`config.mk`:
```
export PLATFORM = sky130hd
export DESIGN_NAME = cmd_parser
export DESIGN_NICKNAME = d
export VERILOG_FILES = /design/src/rtl/cmd_pkg.sv /design/src/rtl/ascii_digit_chk.sv /design/src/rtl/cmd_parser.sv
export SDC_FILE = /design/constraint.sdc
export NUM_CORES = 1
export LEC_CHECK = 0
export BUFFER_PORTS_ARGS = -buffer_cell sky130_fd_sc_hd__buf_2
export CAP_MARGIN = 20
export CELL_PAD_IN_SITES_DETAIL_PLACEMENT = 1
export CELL_PAD_IN_SITES_GLOBAL_PLACEMENT = 1
export CORE_ASPECT_RATIO = 2
export CORE_MARGIN = 3
export CORE_UTILIZATION = 46
export CTS_CLUSTER_DIAMETER = 80
export DETAILED_ROUTE_END_ITERATION = 16
export GPL_TIMING_DRIVEN = 1
export PLACE_DENSITY = 0.77
export SETUP_SLACK_MARGIN = 0.5
export SLEW_MARGIN = 15
export SYNTH_ARGS = -nofsm -noshare
export SYNTH_HDL_FRONTEND = slang
export SYNTH_HIERARCHICAL = 1
export SYNTH_SLANG_ARGS = --single-unit
```
`constraint.sdc`:
```
create_clock -name clk12m -period 2.6 [get_ports clk12m]
set_clock_uncertainty 0.15 [all_clocks]
set_input_delay 0.26 -clock clk12m [delete_from_list [all_inputs] [get_ports clk12m]]
set_output_delay 0.26 -clock clk12m [all_outputs]
set_load 0.02 [all_outputs]
```
`src/rtl/cmd_pkg.sv`:
```
// Shared types and constants for the cmd_parser command decoder.
package cmd_pkg;

    localparam int unsigned DIG_W      = 4;
    localparam int unsigned NUM_DIGITS = 4;
    localparam int unsigned IDX_W      = 2;
    localparam int unsigned TMO_W      = 16;

    typedef enum logic [1:0] {
        ST_IDLE    = 2'd0,
        ST_DIGITS  = 2'd1,
        ST_WAIT_CR = 2'd2
    } state_e;

    // Slot 0 = minute tens, 1 = minute ones, 2 = second tens, 3 = second ones.
    typedef logic [NUM_DIGITS-1:0][DIG_W-1:0] digits_t;

    localparam logic [7:0] ASCII_CR   = 8'h0d;
    localparam logic [7:0] ASCII_0    = 8'h30;
    localparam logic [7:0] ASCII_9    = 8'h39;
    localparam logic [7:0] ASCII_L_LO = 8'h6c;
    localparam logic [7:0] ASCII_L_UP = 8'h4c;
    localparam logic [7:0] ASCII_A_LO = 8'h61;
    localparam logic [7:0] ASCII_A_UP = 8'h41;

    localparam logic [DIG_W-1:0] LIM_TENS = 4'd5;
    localparam logic [DIG_W-1:0] LIM_ONES = 4'd9;

    function automatic logic is_alarm_byte(input logic [7:0] b);
        return (b == ASCII_A_LO) || (b == ASCII_A_UP);
    endfunction

    function automatic logic is_cmd_byte(input logic [7:0] b);
        return (b == ASCII_L_LO) || (b == ASCII_L_UP) || is_alarm_byte(b);
    endfunction

endpackage

```
`src/rtl/ascii_digit_chk.sv`:
```
// Combinational ASCII-to-BCD conversion with digit and range qualification.
module ascii_digit_chk
    import cmd_pkg::*;
(
    input  logic [7:0]       ascii_i,
    input  logic [DIG_W-1:0] limit_i,
    output logic [DIG_W-1:0] bcd_c,
    output logic             is_digit_c,
    output logic             in_range_c
);

    always_comb begin
        bcd_c      = DIG_W'(ascii_i - ASCII_0);
        is_digit_c = (ascii_i >= ASCII_0) && (ascii_i <= ASCII_9);
        in_range_c = is_digit_c && (bcd_c <= limit_i);
    end

endmodule

```
`src/rtl/cmd_parser.sv`:
```
// Parses "l"/"a" + four BCD digits + CR into time/alarm loads with idle timeout.
// Defining CMD_PARSER_ECHO_EN echoes every received byte on tx_data one cycle later.
module cmd_parser
    import cmd_pkg::*;
#(
    parameter logic [7:0]       CR_CODE     = ASCII_CR,
    parameter logic [TMO_W-1:0] TIMEOUT_CYC = 16'd24000
) (
    input  logic             clk12m,
    input  logic             rst,
    input  logic [7:0]       rx_data,
    input  logic             rx_data_rdy,
    output logic             ld_time,
    output logic             ld_alarm,
    output logic [DIG_W-1:0] dig_mt,
    output logic [DIG_W-1:0] dig_mo,
    output logic [DIG_W-1:0] dig_st,
    output logic [DIG_W-1:0] dig_so,
    output logic             cmd_err,
    output logic [7:0]       tx_data,
    output logic             tx_data_rdy
);

    state_e           state_q, state_d;
    logic [IDX_W-1:0] idx_q, idx_d;
    logic             alarm_q, alarm_d;
    digits_t          shadow_q, shadow_d;
    digits_t          dig_q, dig_d;
    logic [TMO_W-1:0] tmo_q, tmo_d;
    logic             ld_time_q, ld_time_d;
    logic             ld_alarm_q, ld_alarm_d;
    logic             cmd_err_q, cmd_err_d;

    logic [DIG_W-1:0] bcd_c;
    logic             is_digit_c;
    logic             in_range_c;
    logic [DIG_W-1:0] limit_c;

    // Tens slots (even index) allow 0-5, ones slots allow 0-9.
    assign limit_c = idx_q[0] ? LIM_ONES : LIM_TENS;

    ascii_digit_chk u_digit_chk (
        .ascii_i    (rx_data),
        .limit_i    (limit_c),
        .bcd_c      (bcd_c),
        .is_digit_c (is_digit_c),
        .in_range_c (in_range_c)
    );

    always_ff @(posedge clk12m or posedge rst) begin
        if (rst) begin
            state_q    <= ST_IDLE;
            idx_q      <= '0;
            alarm_q    <= 1'b0;
            shadow_q   <= '0;
            dig_q      <= '0;
            tmo_q      <= '0;
            ld_time_q  <= 1'b0;
            ld_alarm_q <= 1'b0;
            cmd_err_q  <= 1'b0;
        end else begin
            state_q    <= state_d;
            idx_q      <= idx_d;
            alarm_q    <= alarm_d;
            shadow_q   <= shadow_d;
            dig_q      <= dig_d;
            tmo_q      <= tmo_d;
            ld_time_q  <= ld_time_d;
            ld_alarm_q <= ld_alarm_d;
            cmd_err_q  <= cmd_err_d;
        end
    end

    always_comb begin
        state_d    = state_q;
        idx_d      = idx_q;
        alarm_d    = alarm_q;
        shadow_d   = shadow_q;
        dig_d      = dig_q;
        tmo_d      = tmo_q;
        ld_time_d  = 1'b0;
        ld_alarm_d = 1'b0;
        cmd_err_d  = 1'b0;

        if (rx_data_rdy) begin
            // A received byte always reloads the timeout, even on the expiry cycle.
            tmo_d = '0;
            if (is_cmd_byte(rx_data)) begin
                state_d = ST_DIGITS;
                alarm_d = is_alarm_byte(rx_data);
                idx_d   = '0;
            end else begin
                unique case (state_q)
                    ST_DIGITS: begin
                        if (in_range_c) begin
                            shadow_d[idx_q] = bcd_c;
                            idx_d           = idx_q + IDX_W'(1);
                            if (idx_q == IDX_W'(NUM_DIGITS - 1)) begin
                                state_d = ST_WAIT_CR;
                            end
                        end else begin
                            cmd_err_d = 1'b1;
                            state_d   = ST_IDLE;
                        end
                    end
                    ST_WAIT_CR: begin
                        if (rx_data == CR_CODE) begin
                            dig_d      = shadow_q;
                            ld_time_d  = ~alarm_q;
                            ld_alarm_d = alarm_q;
                        end else begin
                            cmd_err_d = 1'b1;
                        end
                        state_d = ST_IDLE;
                    end
                    default: ;
                endcase
            end
        end else if (state_q != ST_IDLE) begin
            if (tmo_q == TIMEOUT_CYC - TMO_W'(1)) begin
                cmd_err_d = 1'b1;
                state_d   = ST_IDLE;
                tmo_d     = '0;
            end else begin
                tmo_d = tmo_q + TMO_W'(1);
            end
        end
    end

    assign ld_time  = ld_time_q;
    assign ld_alarm = ld_alarm_q;
    assign cmd_err  = cmd_err_q;
    assign dig_mt   = dig_q[0];
    assign dig_mo   = dig_q[1];
    assign dig_st   = dig_q[2];
    assign dig_so   = dig_q[3];

`ifdef CMD_PARSER_ECHO_EN
    logic [7:0] tx_data_q;
    logic       tx_rdy_q;

    always_ff @(posedge clk12m or posedge rst) begin
        if (rst) begin
            tx_data_q <= '0;
            tx_rdy_q  <= 1'b0;
        end else begin
            tx_rdy_q <= rx_data_rdy;
            if (rx_data_rdy) begin
                tx_data_q <= rx_data;
            end
        end
    end

    assign tx_data     = tx_data_q;
    assign tx_data_rdy = tx_rdy_q;
`else
    assign tx_data     = '0;
    assign tx_data_rdy = 1'b0;
`endif

endmodule

```
==> reports/results.ini, run 1 <==
[pwr]
pwr_density_cell_mw_per_mm2 = 558.8
swShare_pct = 25.68
p_comb_share_pct = 13.9
p_total_mw = 1.997
leakage_nw = 1.690
p_switching_uw = 512.8
ir_worst_vdd_mv = 0.3627
p_int_mw = 1.484
p_seq_share_pct = 45.7
clockPowerShare_pct = 40.4

[cells_and_area]
diodes = 0
syn2layout_area_growth_pct = 22.58
layout.nets = 322
drive_above_1_share_pct = 38.00
n_fill_cell = 634

[synthesis]
synthCells = 256
netlist.area_leader.share_pct = 48.07
synth_seq_cells = 56
synth_cell_type_count = 49
ys_seq_area_share_pct = 48.07
synth.area.top_cells = dfrtp_1, mux2_2, ha_1, mux2_4, buf_4
ys_warn_count = 6
synth_top_area_cell = dfrtp_1
syn_area_mm2 = 0.002915
ys_top_cells_by_count = dfrtp_1, mux2_2, inv_1, nand2_1, buf_4
synth_most_common_cell = dfrtp_1
avgSynthCellArea_um2 = 11.39
synthFlopType = dfrtp_1
async_reset_ff_share_pct = 100.0
synth_enable_flop_cells = 0

[worst_setup_path]
cp.arrival_ns = 2.34
path_class = reg2reg
critPathSlowestCell = dfrtp_2
endpoint_kind = flip-flop
cp_max_fo = 5
path_cells = inv_2 -> inv_1 -> ha_4 -> a41o_1 -> and3_4 -> and2_4 -> nand3_2 -> nor2_4 -> mux2_2
crit_required_ns = 2.64
startpoint_type = flip-flop
cpPeakStageDelay_ns = 0.43

[cts]
insertion_delay_ns = 0.30
tritoncts = done
numCtsBuffers = 5
clkTransAtPathRegs_ns = 0.07
clock-sinks = 56
htreeDepth = 2
cts_root_buf = clkbuf_16
cts_buffer_depth = 2

[global_route]
grt_overflow_total = 0
grt_pass1_vias = 2265
grt_max_degree = 25
grt_pass1_wl_um = 12130
antenna_found_initial = 0
track_usage_pct = 21.48

[run_status]
status = completed

[floorplanning]
die_area_mm2 = 0.007387
die_h_um = 118.6
rows = 40
die_w_um = 62.29
ioPinCount = 39
start_util_pct = 48.14
core_mm2 = 0.006056

[timing]
finalHoldViolCount = 0
fin_ws_ns = 0.2966
fin_setup_tns_ns = 0
tightestPinTransition_ns = 0.5575
setup_viol = 0
relSlewSlack_pct = 62.83
finalCritPeriodShare_pct = 88.59
fmax_mhz = 434.1
slew_violations = 0
rsz0062_at_grt = yes
fin_crit_ns = 2.303

[drt]
routedWlPerCell_um = 19.89
wl_um = 7638
post-route-drc-count = 0
via_count = 2092
ant_nets = 0
dr.pass1.iters = 4
first_iter_violations = 68
vias_per_cell = 5.448

[hold_path]
min_path_type = in2reg

[flow_run]
drv_cap = 0

[placement]
gp_congestion = 0.7454
portBuffers = 29
pre_cts_ws_ns = 0.1878
hpwl_um = 5128

## layout make-up
class / instances / area (µm²) / area share, %
well taps: 84 / 105.1 / 2.941
multi-input cells: 174 / 1536 / 43.00
repair buffers: 48 / 297.8 / 8.333
clock buffers: 6 / 138.9 / 3.887
flip-flops and latches: 56 / 1404 / 39.29
clock inverters: 2 / 38.79 / 1.085
inverters: 14 / 52.55 / 1.471
## per-layer routing
metal | routed length, µm | part of all wire, % | track usage [%] | up-vias
met4 | 385 | 5.0 | 9.820 | 0
met2 | 4488 | 59 | 42.97 | 48
li1 | - | - | - | 962
met1 | 2552 | 33 | 20.26 | 1055
met3 | 212 | 2.8 | 3.897 | 27
met5 | 0 | 0 | 0 | -
## power by group through the flow
stage | sequential (mW) | clock [mW] | combinational, mW
after floorplan | 0.919 | 0 | 0.171
after global placement | 0.923 | 0 | 0.227
after detailed placement | 0.925 | 0 | 0.234
after CTS | 0.908 | 0.819 | 0.251
after global routing | 0.914 | 0.861 | 0.307
final | 0.913 | 0.807 | 0.277
## per-stage QoR
stage / hold slack, ns / std cells / util (%) / instance area [µm²]
after floorplan: 0.2226 / 265 / - / 2993
after global placement: 0.1002 / 365 / 51.96 / 3147
after detailed placement: 0.1169 / 365 / 51.96 / 3147
after CTS: 0.1445 / 379 / 57.52 / 3483
after global routing: 0.1463 / 384 / 59.01 / 3573
final: 0.1532 / 384 / 59.01 / 3573
## final timing paths
path                       slack, ns          end  startpoint  depth (start not counted)
setup / recovery                0.30  shadow_q[3]    idx_q[0]                          9
hold / removal                  0.15      alarm_q  rx_data[0]                          3
setup reg to reg                0.30  shadow_q[3]    idx_q[0]                          9
hold reg to reg                 0.33      ld_time     alarm_q                          1
max in group asynchronous       1.29     idx_q[0]         rst                          4
min in group asynchronous       0.33    dig_mo[2]         rst                          3
## sequential cells by signal, indices dropped and copies added, names as in the netlist
name      count
dig_mo        4
state_q       2
ld_time       1
ld_alarm      1
dig_st        4
shadow_q     16
dig_mt        4
dig_so        4
alarm_q       1
cmd_err       1
tmo_q        16
idx_q         2
## logic make-up after synthesis
family / count (synthesis) / share of synthesized area [%]
AO/OA/AOI/OAI: 35 / 7.854
XOR/XNOR: 6 / 1.803
adder cells (fa/ha/maj): 12 / 5.150
buffers and inverters: 35 / 7.167
flip-flops: 56 / 48.07
multiplexers: 34 / 14.12
other: 2 / 0.2576
AND/OR/NAND/NOR: 76 / 15.58
## repair_timing
| item | 4_1_cts | 5_1_grt |
|---|---|---|
| pin swaps | 6 | 4 |
| endpoints found under the setup margin | 18 | 34 |
| hold endpoints to repair | 16 | 0 |
| hold buffers | 1 | 0 |
| setup buffers | 5 | 5 |
| gates resized for setup | 24 | 13 |
## critical path, delay by kind of cell (launching register included)
family | cells | cell delay (ns)
AND/OR/NAND/NOR | 4 | 0.71
flip-flops | 1 | 0.43
multiplexers | 1 | 0.36
adder cells (fa/ha/maj) | 1 | 0.27
AO/OA/AOI/OAI | 1 | 0.14
buffers and inverters | 2 | 0.13
## layout by cell type (no fill, tap or decap), types with 2 or more instances in the layout
master,n
and3_1,2
conb_1,11
nor2_4,4
and4_1,3
mux2_2,10
ha_4,3
inv_2,3
nand2b_1,4
mux2_4,23
o31ai_1,4
buf_4,16
nor2_1,8
buf_6,2
or4_1,3
nand2_1,14
nor2b_1,3
buf_2,29
dfrtp_2,2
o21ai_1,2
ha_1,8
dfrtp_1,54
clkbuf_16,5
nand3_1,3
xor2_1,3
a21oi_1,10
o21ai_0,6
nand3_4,3
nor3_1,2
nand4_1,5
and2_1,3
a41o_1,2
xnor2_1,3
or3_1,5
inv_1,11
No activity file was read; power rests on OpenSTA's default activity.
==> run 2: changes to the inputs <==
Settings changed: CORE_UTILIZATION 46 to 47, CTS_BUF_LIST set to sky130_fd_sc_hd__clkbuf_4, PLACE_DENSITY 0.77 to 0.78.
==> reports/results.ini, run 2 (synthesis results as in run 1) <==
[drt]
post-route-drc-count = 0  ; unchanged
routedWlPerCell_um = 18.88  ; was 19.89 µm
ant_nets = 0  ; unchanged
wl_met2_um = 4186  ; was 4488 µm
first_iter_violations = 48  ; was 68
via_count = 2125  ; was 2092
dr.pass1.iters = 4  ; unchanged
wl_met3_um = 175  ; was 212 µm
top_layer_used = met4  ; unchanged
vias_per_cell = 5.712  ; was 5.448
wl_um = 7024  ; was 7638 µm
m1WireLength_um = 2491  ; was 2552 µm

[floorplanning]
start_util_pct = 48.54  ; was 48.14%
core_mm2 = 0.006006  ; was 0.006056 mm²
die_h_um = 117.4  ; was 118.6 µm
ioPinCount = 39  ; unchanged
die_w_um = 61.69  ; was 62.29 µm
rows = 40  ; unchanged
die_area_mm2 = 0.007241  ; was 0.007387 mm²

[worst_setup_path]
cp_max_fo = 5  ; unchanged
startpoint_type = flip-flop  ; unchanged
cpPeakStageDelay_ns = 0.48  ; was 0.43 ns
endpoint_kind = flip-flop  ; unchanged
critPathSlowestCell = dfrtp_1  ; was dfrtp_2
path_class = reg2reg  ; unchanged
path_cells = inv_2 -> inv_2 -> ha_4 -> a41o_1 -> and3_4 -> and2_4 -> nand3_4 -> nor2_4 -> mux2_2  ; was inv_2 -> inv_1 -> ha_4 -> a41o_1 -> and3_4 -> and2_4 -> nand3_2 -> nor2_4 -> mux2_2
worst_path_most_repeated_cell = inv_2
cp.arrival_ns = 2.47  ; was 2.34 ns
r2r.worst_path.cells = 9  ; unchanged
crit_required_ns = 2.77  ; was 2.64 ns

[timing]
fin_crit_ns = 2.298  ; was 2.303 ns
relSlewSlack_pct = 61.12  ; was 62.83%
rsz0062_at_grt = yes  ; unchanged
fin_ws_ns = 0.3024  ; was 0.2966 ns
tightestPinTransition_ns = 0.5832  ; was 0.5575 ns
finalHoldViolCount = 0  ; unchanged
slew_violations = 0  ; unchanged
fmax_mhz = 435.2  ; was 434.1 MHz
fin_setup_tns_ns = 0  ; unchanged
finalCritPeriodShare_pct = 88.37  ; was 88.59%
setup_viol = 0  ; unchanged

[global_route]
grt_max_degree = 26  ; was 25
track_usage_pct = 19.60  ; was 21.48%
antenna_found_initial = 0  ; unchanged
grt_pass1_vias = 2171  ; was 2265
grt_overflow_total = 0  ; unchanged
grt_pass1_wl_um = 10740  ; was 12130 µm

[hold_path]
min_path_type = in2reg  ; unchanged
hold_depth = 4  ; was 3

[cts]
cts_root_buf = clkbuf_4  ; was clkbuf_16
clkTransAtPathRegs_ns = 0.18  ; was 0.07 ns
clock-sinks = 56  ; unchanged
tritoncts = done  ; unchanged
cts_buffer_depth = 2  ; unchanged
htreeDepth = 2  ; unchanged
insertion_delay_ns = 0.41  ; was 0.30 ns
numCtsBuffers = 5  ; unchanged

[cells_and_area]
reg.largest.list = shadow_q x16, tmo_q x16  ; unchanged
layout.nets = 331  ; was 322
drive_above_1_share_pct = 39.81  ; was 38.00%
fin_cells = 372  ; was 384
layout_common_cells = dfrtp_1, buf_2, buf_4, mux2_4, nand2_1  ; was dfrtp_1, buf_2, mux2_4, buf_4, nand2_1
layout_commonest_cell = dfrtp_1  ; unchanged
syn2layout_area_growth_pct = 20.94  ; was 22.58%
diodes = 0  ; unchanged

[pwr]
swShare_pct = 29.73  ; was 25.68%
pwr_density_cell_mw_per_mm2 = 455.1  ; was 558.8 mW/mm²
p_comb_share_pct = 18.0  ; was 13.9%
leakage_nw = 1.678  ; was 1.690 nW
p_switching_uw = 477.1  ; was 512.8 µW
p_seq_share_pct = 56.5  ; was 45.7%
ir_worst_vdd_mv = 0.3730  ; was 0.3627 mV
p_int_mw = 1.127  ; was 1.484 mW
clockPowerShare_pct = 25.5  ; was 40.4%
p_total_mw = 1.605  ; was 1.997 mW

[run_status]
status = completed  ; unchanged

[placement]
hpwl_um = 4711  ; was 5128 µm
pre_cts_ws_ns = 0.2448  ; was 0.1878 ns
portBuffers = 29  ; unchanged
dp_cells = 345  ; was 365
gp_congestion = 0.7591  ; was 0.7454

[flow_run]
drv_cap = 0  ; unchanged

run 2: cell count changes in the layout (fill, tap and decap cells not counted), sizes merged:
cell    change
bufinv      -1
inv         +1
clkbuf      -1
buf         +9
clkinv      +1
run 2: metrics by stage:
step | hold slack (ns) | util [%] | cell area [µm²]
6_report | 0.07633 | 58.71 | 3526
5_1_grt | 0.08024 | 58.71 | 3526
4_1_cts | 0.05081 | 56.13 | 3371
3_5_place_dp | 0.1828 | 52.08 | 3128
3_3_place_gp | 0.1718 | 52.08 | 3128
2_1_floorplan | 0.2226 | - | 2993
run 2: critical path: cells and delay by family, from the launching register on:
kind / cells / cell delay, ns
AO/OA/AOI/OAI: 1 / 0.15
flip-flops: 1 / 0.48
adder cells (fa/ha/maj): 1 / 0.26
multiplexers: 1 / 0.36
AND/OR/NAND/NOR: 4 / 0.67
buffers and inverters: 2 / 0.14
run 2: area by class of cell:
| class | instances | area (µm²) |
|---|---|---|
| Fill cell | 656 | 2480 |
| Tap cell | 63 | 78.83 |
| Timing Repair Buffer | 57 | 365.4 |
| Sequential cell | 56 | 1401 |
| Multi-Input combinational cell | 174 | 1564 |
| Clock inverter | 3 | 26.28 |
| Clock buffer | 5 | 37.54 |
| Inverter | 14 | 52.55 |
run 2: routing by layer:
layer,vias to the layer above,GRT usage (%)
li1,986,-
met1,1087,20.84
met2,38,36.09
met3,14,3.304
met4,0,6.640
met5,-,0
run 2: worst paths after layout:
check	start	to	slack (ns)
max	idx_q[0]	shadow_q[2]	0.30
min	rx_data[6]	alarm_q	0.08
max reg2reg	idx_q[0]	shadow_q[2]	0.30
min reg2reg	alarm_q	ld_time	0.34
max in group asynchronous	rst	shadow_q[13]	1.37
min in group asynchronous	rst	dig_mo[2]	0.26
run 2: power by group through the flow:
stage                     clock network (mW)  registers (mW)  logic [mW]
final                                  0.409           0.907       0.289
after global routing                   0.463           0.909       0.322
after CTS                              0.430           0.907       0.256
after detailed placement                   0           0.923       0.231
after global placement                     0           0.921       0.225
after floorplan                            0           0.919       0.171
run 2: what timing repair did:
| item | in CTS | in global routing |
|---|---|---|
| gates resized for setup | 22 | 19 |
| setup endpoints to repair | 18 | 34 |
| hold endpoints to repair | 23 | 0 |
| buffers inserted | 10 | 8 |
| hold buffers | 1 | 0 |
| pin swaps | 7 | 10 |
==> run 3: changes to the inputs <==
Settings changed: CORE_UTILIZATION 47 to 35, PLACE_DENSITY 0.78 to unset, PLACE_DENSITY_LB_ADDON set to 0.1.
==> reports/results.ini, run 3 (synthesis results as in run 1) <==
[timing]
setup_viol = 0  ; unchanged
fin_setup_tns_ns = 0  ; unchanged
finalHoldViolCount = 0  ; unchanged
slew_violations = 0  ; unchanged
fin_crit_ns = 2.218  ; was 2.298 ns
fin_ws_ns = 0.3825  ; was 0.3024 ns
fin_hold_ws_ns = 0.05112  ; was 0.07633 ns
tightestPinTransition_ns = 0.5510  ; was 0.5832 ns
finalCritPeriodShare_pct = 85.29  ; was 88.37%
rsz0062_at_grt = yes  ; unchanged
relSlewSlack_pct = 63.27  ; was 61.12%
fmax_mhz = 451.0  ; was 435.2 MHz

[run_status]
status = completed  ; unchanged

[worst_setup_path]
worst_path_most_repeated_cell = inv_2  ; unchanged
cp_max_fo = 5  ; unchanged
crit_end = shadow_q[14]  ; was shadow_q[2]
cp.arrival_ns = 2.38  ; was 2.47 ns
path_class = reg2reg  ; unchanged
startpoint_type = flip-flop  ; unchanged
crit_required_ns = 2.76  ; was 2.77 ns
ff2ff_setup_slack_ns = 0.38  ; was 0.30 ns
endpoint_kind = flip-flop  ; unchanged
path_cells = inv_2 -> inv_2 -> ha_4 -> a41o_1 -> and3_4 -> and2_4 -> nand3_2 -> nor2_4 -> mux2_2  ; was inv_2 -> inv_2 -> ha_4 -> a41o_1 -> and3_4 -> and2_4 -> nand3_4 -> nor2_4 -> mux2_2
crit_start = idx_q[0]  ; unchanged
critPathSlowestCell = dfrtp_1  ; unchanged
timing.rr.end = shadow_q[14]  ; was shadow_q[2]
r2r.worst_path.cells = 9  ; unchanged
cpPeakStageDelay_ns = 0.46  ; was 0.48 ns
worstReg2RegStart = idx_q[0]  ; unchanged

[cts]
tritoncts = done  ; unchanged
cts_buffer_depth = 2  ; unchanged
insertion_delay_ns = 0.40  ; was 0.41 ns
clock-sinks = 56  ; unchanged
numCtsBuffers = 5  ; unchanged
clkTransAtPathRegs_ns = 0.18  ; about the same
htreeDepth = 2  ; unchanged
cts_root_buf = clkbuf_4  ; unchanged

[global_route]
grt_overflow_total = 0  ; unchanged
antenna_found_initial = 0  ; unchanged
grt_max_degree = 32  ; was 26
track_usage_pct = 15.01  ; was 19.60%
grt_pass1_vias = 2192  ; was 2171
grt_pass1_wl_um = 11180  ; was 10740 µm

[floorplanning]
rows = 46  ; was 40
die_w_um = 70.54  ; was 61.69 µm
start_util_pct = 36.44  ; was 48.54%
ioPinCount = 39  ; unchanged
die_area_mm2 = 0.009527  ; was 0.007241 mm²
die_h_um = 135.1  ; was 117.4 µm
core_mm2 = 0.008000  ; was 0.006006 mm²

[drt]
dr.pass1.iters = 3  ; was 4
via_count = 2035  ; was 2125
post-route-drc-count = 0  ; unchanged
ant_nets = 0  ; unchanged
wl_um = 6766  ; was 7024 µm
first_iter_violations = 63  ; was 48
vias_per_cell = 5.075  ; was 5.712
routedWlPerCell_um = 16.87  ; was 18.88 µm

[cells_and_area]
regArea_mm2 = 0.001401  ; unchanged
reg.largest.list = shadow_q x16, tmo_q x16  ; unchanged
n_fill_cell = 902  ; was 656
multi_input_comb_area_mm2 = 0.001473  ; was 0.001564 mm²
layout_common_cells = dfrtp_1, buf_2, buf_4, mux2_4, mux2_2  ; was dfrtp_1, buf_2, buf_4, mux2_4, nand2_1
drive_above_1_share_pct = 37.50  ; was 39.81%
layout_commonest_cell = dfrtp_1  ; unchanged
syn2layout_area_growth_pct = 17.73  ; was 20.94%
layout.nets = 326  ; was 331

[pwr]
p_int_mw = 1.113  ; was 1.127 mW
leakage_nw = 1.645  ; was 1.678 nW
p_comb_share_pct = 16.7  ; was 18.0%
p_seq_share_pct = 57.2  ; was 56.5%
swShare_pct = 29.73  ; about the same
pwr_density_cell_mw_per_mm2 = 461.5  ; was 455.1 mW/mm²
clockPowerShare_pct = 26.1  ; was 25.5%
p_switching_uw = 470.8  ; was 477.1 µW
ir_worst_vdd_mv = 0.2450  ; was 0.3730 mV

[placement]
hpwl_um = 5173  ; was 4711 µm
portBuffers = 29  ; unchanged
pre_cts_ws_ns = 0.2504  ; was 0.2448 ns
gp_congestion = 0.7570  ; was 0.7591

[hold_path]
hold_depth = 3  ; was 4
min_path_type = in2reg  ; unchanged

[flow_run]
drv_cap = 0  ; unchanged

## run 3: changes by cell type in the layout (fill, tap and decap cells not counted), sizes merged
cell      delta
clkinv       -2
clkinvlp     +1
diode        +1
inv          +1
buf          -5
## run 3: layout make-up
type	count	share of cell area, %
Timing Repair Buffer	52	9.333
Clock buffer	5	1.094
Clock inverter	3	0.7291
Sequential cell	56	40.83
Multi-Input combinational cell	174	42.91
Tap cell	96	3.500
Antenna cell	1	0.07291
Inverter	14	1.531
## run 3: what timing repair did
action,CTS,global route
buffers inserted,13,1
pin swaps,6,4
hold buffers,1,0
setup endpoints to repair,18,26
endpoints found under the hold margin,56,0
gates resized for setup,15,6
## run 3: worst max-delay path, delay by kind of cell, from the launching register on
family / cells / cell delay, ns
mux: 1 / 0.35
fa+ha+maj: 1 / 0.25
simple gates: 4 / 0.65
flops: 1 / 0.46
buf+inv: 2 / 0.12
compound gates: 1 / 0.14
## run 3: worst min-delay path by stage
stage,from,end
finish,rx_data[0],alarm_q
detailed placement,rst,dig_mt[2]
CTS,rx_data[0],alarm_q
floorplan,rx_data[0],alarm_q
global placement,rst,dig_mt[2]
global route,rx_data[0],alarm_q
## run 3: metal layers
layer | global-route usage (%) | part of all wire (%)
met1 | 15.37 | 36
met2 | 30.01 | 60
met3 | 2.385 | 2.3
met4 | 4.707 | 1.5
met5 | 0 | 0
## run 3: power by group through the flow
stage	Combinational, mW	Clock [mW]	Sequential, mW
6_report	0.265	0.413	0.906
5_1_grt	0.301	0.463	0.909
4_1_cts	0.260	0.439	0.907
3_5_place_dp	0.236	0	0.923
3_3_place_gp	0.232	0	0.923
2_1_floorplan	0.171	0	0.919
## run 3: per-stage QoR
stage	std cells	area, µm²	power (mW)	util (%)
after floorplan	265	2993	1.090	-
after global placement	377	3162	1.155	39.52
after detailed placement	377	3162	1.158	39.52
after CTS	399	3396	1.605	42.45
after global routing	400	3430	1.672	42.87
final	401	3432	1.584	42.90
